$ cat src/rtl/video_stream_capture_sink.sv
// video_stream_capture_sink
// Consumer end of the {rgb, frame_start} pixel stream. Pulls words at a fixed
// rate (one ready cycle in every READY_DIV), and when armed over the slot bus
// captures one complete frame, producing a CRC-16-CCITT and a pixel count.
//
// Optional build macro: VIDEO_SINK_STATS_EN adds a 20-bit underrun counter
// (ready cycles without valid while capturing), readable at addr 4.
//
// Handshake: a word moves when si_valid and si_ready are both high at a rising
// clk edge. The source keeps si_data stable while si_valid is high and the word
// has not been taken; si_ready depends only on the free-running divider, never
// on si_valid or on the capture state.
module video_stream_capture_sink #(
   parameter int CD        = 12,
   parameter int HMAX      = 640,
   parameter int VMAX      = 480,
   parameter int READY_DIV = 4
) (
   input  logic          clk,
   input  logic          reset,
   input  logic          cs,
   input  logic          read,
   input  logic          write,
   input  logic [13:0]   addr,
   input  logic [31:0]   wr_data,
   output logic [31:0]   rd_data,
   input  logic [CD:0]   si_data,
   input  logic          si_valid,
   output logic          si_ready,
   output logic          done
);

   localparam int              FRAME     = HMAX * VMAX;
   localparam logic [19:0]     FRAME_CNT = 20'(FRAME);
   localparam int              DIV_W     = (READY_DIV > 1) ? $clog2(READY_DIV) : 1;
   localparam logic [DIV_W-1:0] DIV_LAST = DIV_W'(READY_DIV - 1);

   typedef enum logic [1:0] {
      IDLE     = 2'd0,
      WAIT_SOF = 2'd1,
      CAPTURE  = 2'd2,
      DONE     = 2'd3
   } state_t;

   state_t           state;
   logic [DIV_W-1:0] div;
   logic [15:0]      crc;
   logic [19:0]      count;
   logic             err_sof;
   logic             err_len;

   logic             arm;
   logic             clr;
   logic             xfer;
   logic             busy;
   logic             sof;
   logic [CD-1:0]    pixel;
   logic [15:0]      crc_seed;
   logic [15:0]      crc_next;
   logic [19:0]      count_inc;

   // Bus strobes and address bits above the decoded range carry no meaning here.
   logic             unused_bits;
   assign unused_bits = ^{read, addr[13:3], wr_data[31:2]};

   // One CRC-16-CCITT update over a whole pixel, MSB first, fully unrolled.
   function automatic logic [15:0] crc16_step(input logic [15:0] c, input logic [CD-1:0] px);
      logic [15:0] r;
      r = c;
      for (int i = CD - 1; i >= 0; i--) begin
         if (r[15] ^ px[i]) r = {r[14:0], 1'b0} ^ 16'h1021;
         else               r = {r[14:0], 1'b0};
      end
      return r;
   endfunction

   assign pixel     = si_data[CD:1];
   assign sof       = si_data[0];
   assign xfer      = si_valid & si_ready;
   assign arm       = cs & write & (addr[2:0] == 3'd0) & wr_data[0];
   assign clr       = cs & write & (addr[2:0] == 3'd0) & wr_data[1];
   assign busy      = (state == WAIT_SOF) || (state == CAPTURE);
   assign crc_seed  = crc16_step(16'hFFFF, pixel);
   assign crc_next  = crc16_step(crc, pixel);
   assign count_inc = count + 20'd1;

   // Free-running pull-rate divider; si_ready is the registered decode of its last value.
   always_ff @(posedge clk) begin
      if (reset) begin
         div      <= '0;
         si_ready <= 1'b0;
      end else begin
         si_ready <= (div == DIV_LAST);
         div      <= (div == DIV_LAST) ? '0 : div + DIV_W'(1);
      end
   end

   // Capture FSM: arm restarts from any state and wins over a same-cycle transfer.
   always_ff @(posedge clk) begin
      if (reset) begin
         state   <= IDLE;
         crc     <= 16'hFFFF;
         count   <= '0;
         err_sof <= 1'b0;
         err_len <= 1'b0;
         done    <= 1'b0;
      end else begin
         if (clr) begin
            err_sof <= 1'b0;
            err_len <= 1'b0;
         end
         if (arm) begin
            crc   <= 16'hFFFF;
            count <= '0;
            done  <= 1'b0;
            state <= WAIT_SOF;
         end else begin
            case (state)
               IDLE: begin
               end
               WAIT_SOF: begin
                  if (xfer && sof) begin
                     crc   <= crc_seed;
                     count <= 20'd1;
                     if (FRAME_CNT == 20'd1) begin
                        done  <= 1'b1;
                        state <= DONE;
                     end else begin
                        state <= CAPTURE;
                     end
                  end
               end
               CAPTURE: begin
                  if (xfer) begin
                     if (sof) begin
                        // A new frame started early: stop with the partial result.
                        err_sof <= 1'b1;
                        err_len <= (count != FRAME_CNT);
                        done    <= 1'b1;
                        state   <= DONE;
                     end else begin
                        crc   <= crc_next;
                        count <= count_inc;
                        if (count_inc == FRAME_CNT) begin
                           done  <= 1'b1;
                           state <= DONE;
                        end
                     end
                  end
               end
               DONE: begin
               end
               default: state <= IDLE;
            endcase
         end
      end
   end

`ifdef VIDEO_SINK_STATS_EN
   logic [19:0] underrun;

   // Count ready slots the source left empty during a capture.
   always_ff @(posedge clk) begin
      if (reset || arm)                                  underrun <= '0;
      else if (state == CAPTURE && si_ready && !si_valid) underrun <= underrun + 20'd1;
   end
`endif

   // Register read mux, purely combinational from the address.
   always_comb begin
      rd_data = '0;
      case (addr[2:0])
         3'd1:    rd_data = {29'b0, err_len, err_sof, busy};
         3'd2:    rd_data = {16'b0, crc};
         3'd3:    rd_data = {12'b0, count};
`ifdef VIDEO_SINK_STATS_EN
         3'd4:    rd_data = {12'b0, underrun};
`endif
         default: rd_data = '0;
      endcase
   end

endmodule

$ cat config.mk
export PLATFORM = sky130hd
export DESIGN_NAME = video_stream_capture_sink
export DESIGN_NICKNAME = d
export VERILOG_FILES = /design/src/rtl/video_stream_capture_sink.sv
export SDC_FILE = /design/constraint.sdc
export NUM_CORES = 1
export LEC_CHECK = 0
export BUFFER_PORTS_ARGS = -buffer_cell sky130_fd_sc_hd__clkbuf_2
export CAP_MARGIN = 20
export CORE_MARGIN = 3
export CORE_UTILIZATION = 45
export CTS_CLUSTER_DIAMETER = 50
export CTS_CLUSTER_SIZE = 16
export DETAILED_ROUTE_END_ITERATION = 16
export PLACE_DENSITY = 0.77
export SKIP_CTS_REPAIR_TIMING = 1
export SKIP_LAST_GASP = 1
export SYNTH_ARGS = -nofsm -noshare
export SYNTH_HDL_FRONTEND = slang
export SYNTH_SLANG_ARGS = --single-unit
$ cat constraint.sdc
create_clock -name clk -period 2.4 [get_ports clk]
set_input_delay 0.12 -clock clk [delete_from_list [all_inputs] [get_ports clk]]
set_output_delay 0.12 -clock clk [all_outputs]
set_load 0.01 [all_outputs]
==> results.md, run 1 <==
- 2 — worst hold path depth
- 24.5% — portion of the post-synthesis area used by sequential elements
- 95.4 um — die boundary height
- 0 — Final Hold Vio Count
- 2.24 ns — final period demand of the worst path
- 16.5 um — average routed wire per standard cell
- 0 — final routed DRC violation total
- 9760 um — wirelength, routed
- input pin to flip-flop — kind of path behind the tightest hold check
- 26.0% — share of synthesized cell area in and, or, nand and nor gates
- 0 — diode insertion count for antenna repair
- 2 — maximum number of buffers from clock root to sink
- 19.3% — share of layout cells above drive strength 1
- 0 — count of antenna-violating nets left after detailed routing
- finished clean — outcome
- 52.6% — tightest slew margin relative to the limit
- 2.09% — fraction of the mapped netlist area in adder cells
- 44 — flip-flop and latch count after synthesis
- 3219 — via count of the first global-routing pass
- 0.00419 ns — Worst Clk Skew
- flip-flop to flip-flop — kind of critical path
- 55 — number of unique standard cell types used by synthesis
- 8 — number of cell instances on the worst register-to-register path
- 212 — iteration-0 DRC count of the detailed router
- 21.8% — global-route usage over all layers
- flip-flop — Setup crit start kind
- nor2_1 — library cell with the highest instance count after synthesis
- 0 — number of maximum-capacitance violations
- 0.09 ns — clock input transition at the sequential cells of the worst setup and hold paths
- 5.92% — proportion of synthesized area in mux cells
- 562 — Total Nets Final
- flip-flop — CP Capture Type
- 0.31 ns — clock network latency to the later pin of the worst-skew pair
- 9100 sq um — Die ar.
- 0.288 mV — Peak VDD IR
- dfxtp_1 — cell taking the most area after synthesis
- 0 — Post-synth EDFFs
- 0.00176 uW — Pleak
- 93.2% — fraction of the cycle the final worst path needs
- 5 — Pre-Repair DR Iteration Count
- 7330 um — Detailed Place HPWL
- 3366 — vias
- 700 — number of filler cells placed in the layout
- 15.6% — complex-gate fraction of the synthesized area
- 0 — final count of pins violating max slew
- 12.4% — layout overhead on the synthesized area
- 5 — CTS buffer count
- 0 — Congestion Overflow GR
- clkbuf_8 — CTS Root Buffer Type
- 447 MHz — maximum frequency from static timing analysis
- 0 — number of endpoints failing setup at the final stage
- 99 — IO Count
- simple AND/OR/NAND/NOR gates — dominant combinational cell family by area after synthesis
- 6 — peak fanout along the critical path
- 2.64 ns — Crit path required time
- 7.94 sq um — syn avg cell area
- 48.0% — initial core utilization
- done — CTS tree
- 0.928 — routability congestion estimate from global placement
- 0 — initial antenna violation count
- 44 — number of clock sinks
- 2.48 ns — CP arrival
- dfxtp_1 (25%), xnor2_1 (6.6%), xor2_1 (6.6%) — top cells by area, synth
- 1610 uW — total power
- 31 — Cell Rows
- no — unrepaired setup endpoints after global routing
- 0.712 ns — Worst Tran Pin Value
- 0% — fraction of registers with async set or reset after synthesis
- 95.4 um — overall die width
- 0 ns — total negative slack
- 15700 um — global-route wire length before repair
- 31 — pin count of the biggest net entering global routing
- 3590 sq um — cell area after synthesis
- 17.0% — Synth Area in XOR/XNOR
- 5.70 — Via density
- 44 — count of input and output buffers
- 7490 sq um — placeable core region
- dfxtp_1 — top flip-flop cell by instance count after synthesis
- 0 — count of warnings emitted by yosys
- 24.5% — area share of the largest cell type after synthesis
- nor2_1 (49), dfxtp_1 (44), a21oi_1 (35) — Commonest cells post-synth
- 2 — count of H-tree levels built during CTS
- 398 nW/um^2 — P per Cell Area
- 453 — post-synthesis cell count
-- power breakdown --
group          internal [uW]  total [uW]  switching (uW)  leakage [uW]
Combinational            114         257             142       0.00135
Sequential               736         741            4.66      0.000356
Clock                    314         610             296     0.0000548
Total                   1160        1610             442       0.00176
-- layout by cell type (no fill, tap or decap), types with 12 or more instances in the layout --
cell,n
o21ai_0,18
xor2_1,27
clkbuf_2,44
dfxtp_1,44
mux2i_1,19
nand2_1,34
xnor2_1,27
nor2_1,49
a21oi_1,35
buf_4,27
nor3_1,17
conb_1,12
-- routing by layer --
metal	wire length, um	GRT usage, %
met3	523	2.92
met2	4970	39.0
met5	0	0
met4	166	6.75
met1	4100	27.1
-- final cells by class --
class / count / area, sq um / area share [%]
sequential: 44 / 881 / 21.8
inverter: 8 / 30.0 / 0.743
clock buffer: 5 / 68.8 / 1.70
timing repair buffer: 71 / 423 / 10.5
clock inverter: 3 / 46.3 / 1.15
multi-input combinational: 361 / 2470 / 61.1
tap: 99 / 124 / 3.07
-- critical path: stages (launching register included) --
cell and delay (ns):
dfxtp_1 0.50, ha_2 0.30, and3_1 0.24, a32o_1 0.20, a2bb2oi_1 0.07, nor4_2 0.36, buf_4 0.19, nand4_1 0.13
a31oi_1 0.18
-- sequential cells by signal (all words and copies together) (netlist names) --
| signal | cells |
|---|---|
| count | 20 |
| crc | 16 |
| div | 2 |
| done | 1 |
| err_len | 1 |
| err_sof | 1 |
| si_ready | 1 |
| state | 2 |
-- cell families after synthesis --
| family | after synthesis |
|---|---|
| simple gates | 172 |
| flops | 44 |
| mux | 21 |
| buf+inv | 59 |
| other cells | 1 |
| fa+ha+maj | 6 |
| xor+xnor | 60 |
| compound gates | 90 |
-- path summary, 6_finish.rpt --
path            start  endpoint  slack (ns)
min reg2reg    div[0]    div[0]        0.44
max          count[1]  state[0]        0.16
max reg2reg  count[1]  state[0]        0.16
min             reset   err_len        0.09
-- metrics by stage --
step           cell area, sq um  setup slack (ns)  utilization [%]  cells  hold WS, ns
6_report                   4040             0.163             54.0    591       0.0887
3_3_place_gp               3900             0.167             52.1    582        0.401
3_5_place_dp               3900             0.105             52.1    582        0.415
4_1_cts                    4020            0.0913             53.7    590       0.0849
5_1_grt                    4040           0.00108             54.0    591       0.0845
2_1_floorplan              3640             0.492                -    464        0.189
No activity file was read; power rests on OpenSTA's default activity.
==> run 2: changes to the inputs <==
Settings changed: ABC_AREA set to 1, CORE_MARGIN 3 to 4, PLACE_DENSITY 0.77 to 0.78.
==> run 2 against run 1 <==
Against the previous run:
- hold slack worse by 0.0062 ns
- via count rose by 3.8%
- sequential cell count did not move
- sequential power is 32% higher
- non-clock buffer count decreased by 19
- cell count increased by 12%
==> results.md, run 2 <==
- 2190 sq um — area used by multi-input combinational logic, -11%
- 15.4% — relative contribution of the clock network to total power, -23 points
- 46.7% — initial core utilization, -1.3 points
- input pin to flip-flop — kind of path behind the tightest hold check
- 0.00166 uW — Pleak, -5.3%
- 5 — Pre-Repair DR Iteration Count, unchanged
- 0.31 ns — clock network latency to the later pin of the worst-skew pair, about the same
- 5.26 — Via density, -7.6%
- 17 — peak fanout along the critical path, +11
- 25.7% — portion of the post-synthesis area used by sequential elements, +1.2 points
- 0 — Congestion Overflow GR, unchanged
- flip-flop — CP Capture Type
- flip-flop to flip-flop — kind of critical path
- 2.09 ns — final period demand of the worst path, -0.146 ns
- dfxtp_1 — top flip-flop cell by instance count after synthesis
- 0 ns — total negative slack, unchanged
- no — unrepaired setup endpoints after global routing
- clkbuf_8 — CTS Root Buffer Type
- 45.7% — Net Sw Frac, +18 points
- 29.8% — relative contribution of sequential cells to total power, -16 points
- 95.2 um — overall die width, -0.16%
- 3260 — via count of the first global-routing pass, +1.3%
- 0 — initial antenna violation count, unchanged
- 20 — flip-flop count of the largest register after layout, unchanged
- 0 — final routed DRC violation total, unchanged
- 44 — count of input and output buffers, unchanged
- 729 — number of filler cells placed in the layout, +4.1%
- 0.743 ns — Worst Tran Pin Value, +0.0312 ns
- 7180 um — Detailed Place HPWL, -2.1%
- nand2_1 — most common cell after layout, fill and taps aside
- nand2_1 (134), inv_1 (60), nor2_1 (51) — highest-count cells in the layout ignoring fill and taps
- 1500 uW — Psw, +240%
- nand2_1 — library cell with the highest instance count after synthesis
- 5 — CTS buffer count, unchanged
- dfxtp_1 (26%), nand2_1 (15%), inv_1 (6.6%) — top cells by area, synth
- 863 nW/um^2 — P per Cell Area, +120%
- 0 — count of warnings emitted by yosys, unchanged
- 0 — final count of pins violating max slew, unchanged
- 7330 sq um — placeable core region, -2.1%
- 0.31 ns — register-to-register path setup slack, +0.15 ns
- 2 — worst hold path depth, unchanged
- 29 — pin count of the biggest net entering global routing, -6.5%
- finished clean — outcome
- 635 — Total Nets Final, +13%
- crc[10] — RR Endpoint
- 0.00858 ns — Worst Clk Skew, +0.00439 ns
- 3420 sq um — cell area after synthesis, -4.8%
- 50.3% — tightest slew margin relative to the limit, -2.2 points
- 16.1% — share of layout cells above drive strength 1, -3.2 points
- done — CTS tree
- 3 — Bufs and invs on worst path, +2
- 44 — flip-flop and latch count after synthesis, unchanged
- 881 sq um — sequential standard cell area, unchanged
- 14900 um — global-route wire length before repair, -4.9%
- 0.519 mV — Peak VDD IR, +80%
- 3800 sq um — Layout Cell Area excl Fill, -6.0%
- 40 — number of unique standard cell types used by synthesis, -27%
- flip-flop — Setup crit start kind
- 31 — Cell Rows, unchanged
- count — register with the most flip-flops
- 95.2 um — die boundary height, -0.16%
- 2 — maximum number of buffers from clock root to sink, unchanged
- 0% — fraction of registers with async set or reset after synthesis, unchanged
- 0.09 ns — clock input transition at the sequential cells of the worst setup and hold paths, about the same
- 0 — diode insertion count for antenna repair, unchanged
- si_ready — hold-critical path endpoint
- buffers and inverters — cell type group with the largest total delay on the critical path
- state[0] — Crit Reg-Reg Startpoint
- 9260 um — wirelength, routed, -5.2%
- 13.9 um — average routed wire per standard cell, -16%
- 9070 sq um — Die ar., -0.32%
- 0 — number of endpoints failing setup at the final stage, unchanged
- inv_1, ha_1, a21oi_1, nand3_1, inv_1, buf_4, o311ai_0, o21ai_0, nand2_1 — sequence of cells on the critical path
- 20.8% — global-route usage over all layers, -1.0 points
- reset — min-delay src
- 0 — count of antenna-violating nets left after detailed routing, unchanged
- 0.34 ns — CP peak stage delay, -0.16 ns
- 54.9% — part of the power in combinational logic, +39 points
- 478 MHz — maximum frequency from static timing analysis, +7.0%
- 44 — number of clock sinks, unchanged
- 87.1% — fraction of the cycle the final worst path needs, -6.1 points
- count: 20 flops, crc: 16 flops — largest registers
- 523 — post-synthesis cell count, +15%
- 9 — number of cell instances on the worst register-to-register path, +1
- 0 — number of maximum-capacitance violations, unchanged
- 6.55 sq um — syn avg cell area, -18%
- nand2_1 (134), inv_1 (60), nor2_1 (51) — Commonest cells post-synth
- 25.7% — area share of the largest cell type after synthesis, +1.2 points
- 214 — iteration-0 DRC count of the detailed router, +0.94%
- 99 — IO Count, unchanged
- 3495 — vias, +3.8%
- 0 — Post-synth EDFFs, unchanged
- 10.9% — layout overhead on the synthesized area
- 0.951 — routability congestion estimate from global placement, +2.5%
- 2 — count of H-tree levels built during CTS, unchanged
- 1780 uW — Internal Pwr Total, +53%
- 2.30 ns — CP arrival, -0.18 ns
- dfxtp_1 — cell taking the most area after synthesis
- inv_1 — CP most frequent cell
- dfxtp_1 — critical path's slowest cell
- 0 — Final Hold Vio Count, unchanged
- state[0] — crit path launch
- 2.61 ns — Crit path required time, -0.03 ns
- 3700 sq um — placement-stage cell area, -5.1%
==> run 2: cell count changes after synthesis, moves of 15 or more <==
cell,delta
mux2i_1,-19
o22ai_1,+16
nand3_1,+15
inv_1,+52
nand2_1,+100
==> run 2: power by group through the flow <==
| stage | Combinational [uW] | Clock [uW] | Sequential, uW |
|---|---|---|---|
| final | 1800 | 503 | 975 |
| after CTS | 1780 | 510 | 970 |
| after floorplan | 1370 | 0 | 954 |
| after global placement | 1700 | 0 | 978 |
| after detailed placement | 1770 | 0 | 988 |
| after global routing | 1980 | 535 | 987 |
==> run 2: final cells by class <==
class | count | area share, %
clock inverters | 2 | 0.264
well taps | 99 | 3.26
inverters | 62 | 6.13
repair buffers | 52 | 7.38
multi-input cells | 399 | 57.6
flip-flops and latches | 44 | 23.2
clock buffers | 6 | 2.18
==> run 2: how the worst max path moves through the flow <==
stage                     end  cells past startpoint  slack, ns
floorplan           count[18]                     10       0.66
global placement     state[0]                     13       0.41
detailed placement    crc[10]                      9       0.37
CTS                  state[0]                     13       0.35
global route         state[0]                     13       0.12
finish                crc[10]                      9       0.31
==> run 2: stage by stage <==
stage	hold WS [ns]	worst slack [ns]	cells	utilization [%]	power (uW)
6_report	0.0825	0.309	664	51.8	3280
5_1_grt	0.103	0.118	664	51.8	3500
4_1_cts	0.0716	0.345	664	51.8	3260
3_5_place_dp	0.400	0.368	656	50.5	2760
3_3_place_gp	0.395	0.407	656	50.5	2680
2_1_floorplan	0.189	0.662	534	-	2320
==> run 2: worst reg2reg max path: stages (launching register included) <==
cell and delay, ns:
dfxtp_1 0.34, inv_1 0.08, ha_1 0.33, a21oi_1 0.15, nand3_1 0.32, inv_1 0.17, buf_4 0.23, o311ai_0 0.20
o21ai_0 0.11, nand2_1 0.07
==> run 2: routing by layer <==
layer	vias up	share of wire [%]	GRT usage, %
met4	0	3.1	9.38
met2	126	49	35.0
met3	24	6.2	3.31
met1	1593	42	26.0
met5	-	0	0
li1	1752	-	-
==> run 2: kinds of logic after synthesis <==
family	Yosys count	share of synthesized area [%]
and+or+nand+nor	243	31.1
DFF	44	25.7
other	1	0.110
xor gates and xnor gates	45	13.5
AOI/OAI and AO/OA	93	15.8
buffers and inverters	91	11.6
adders and majority gates	6	2.19
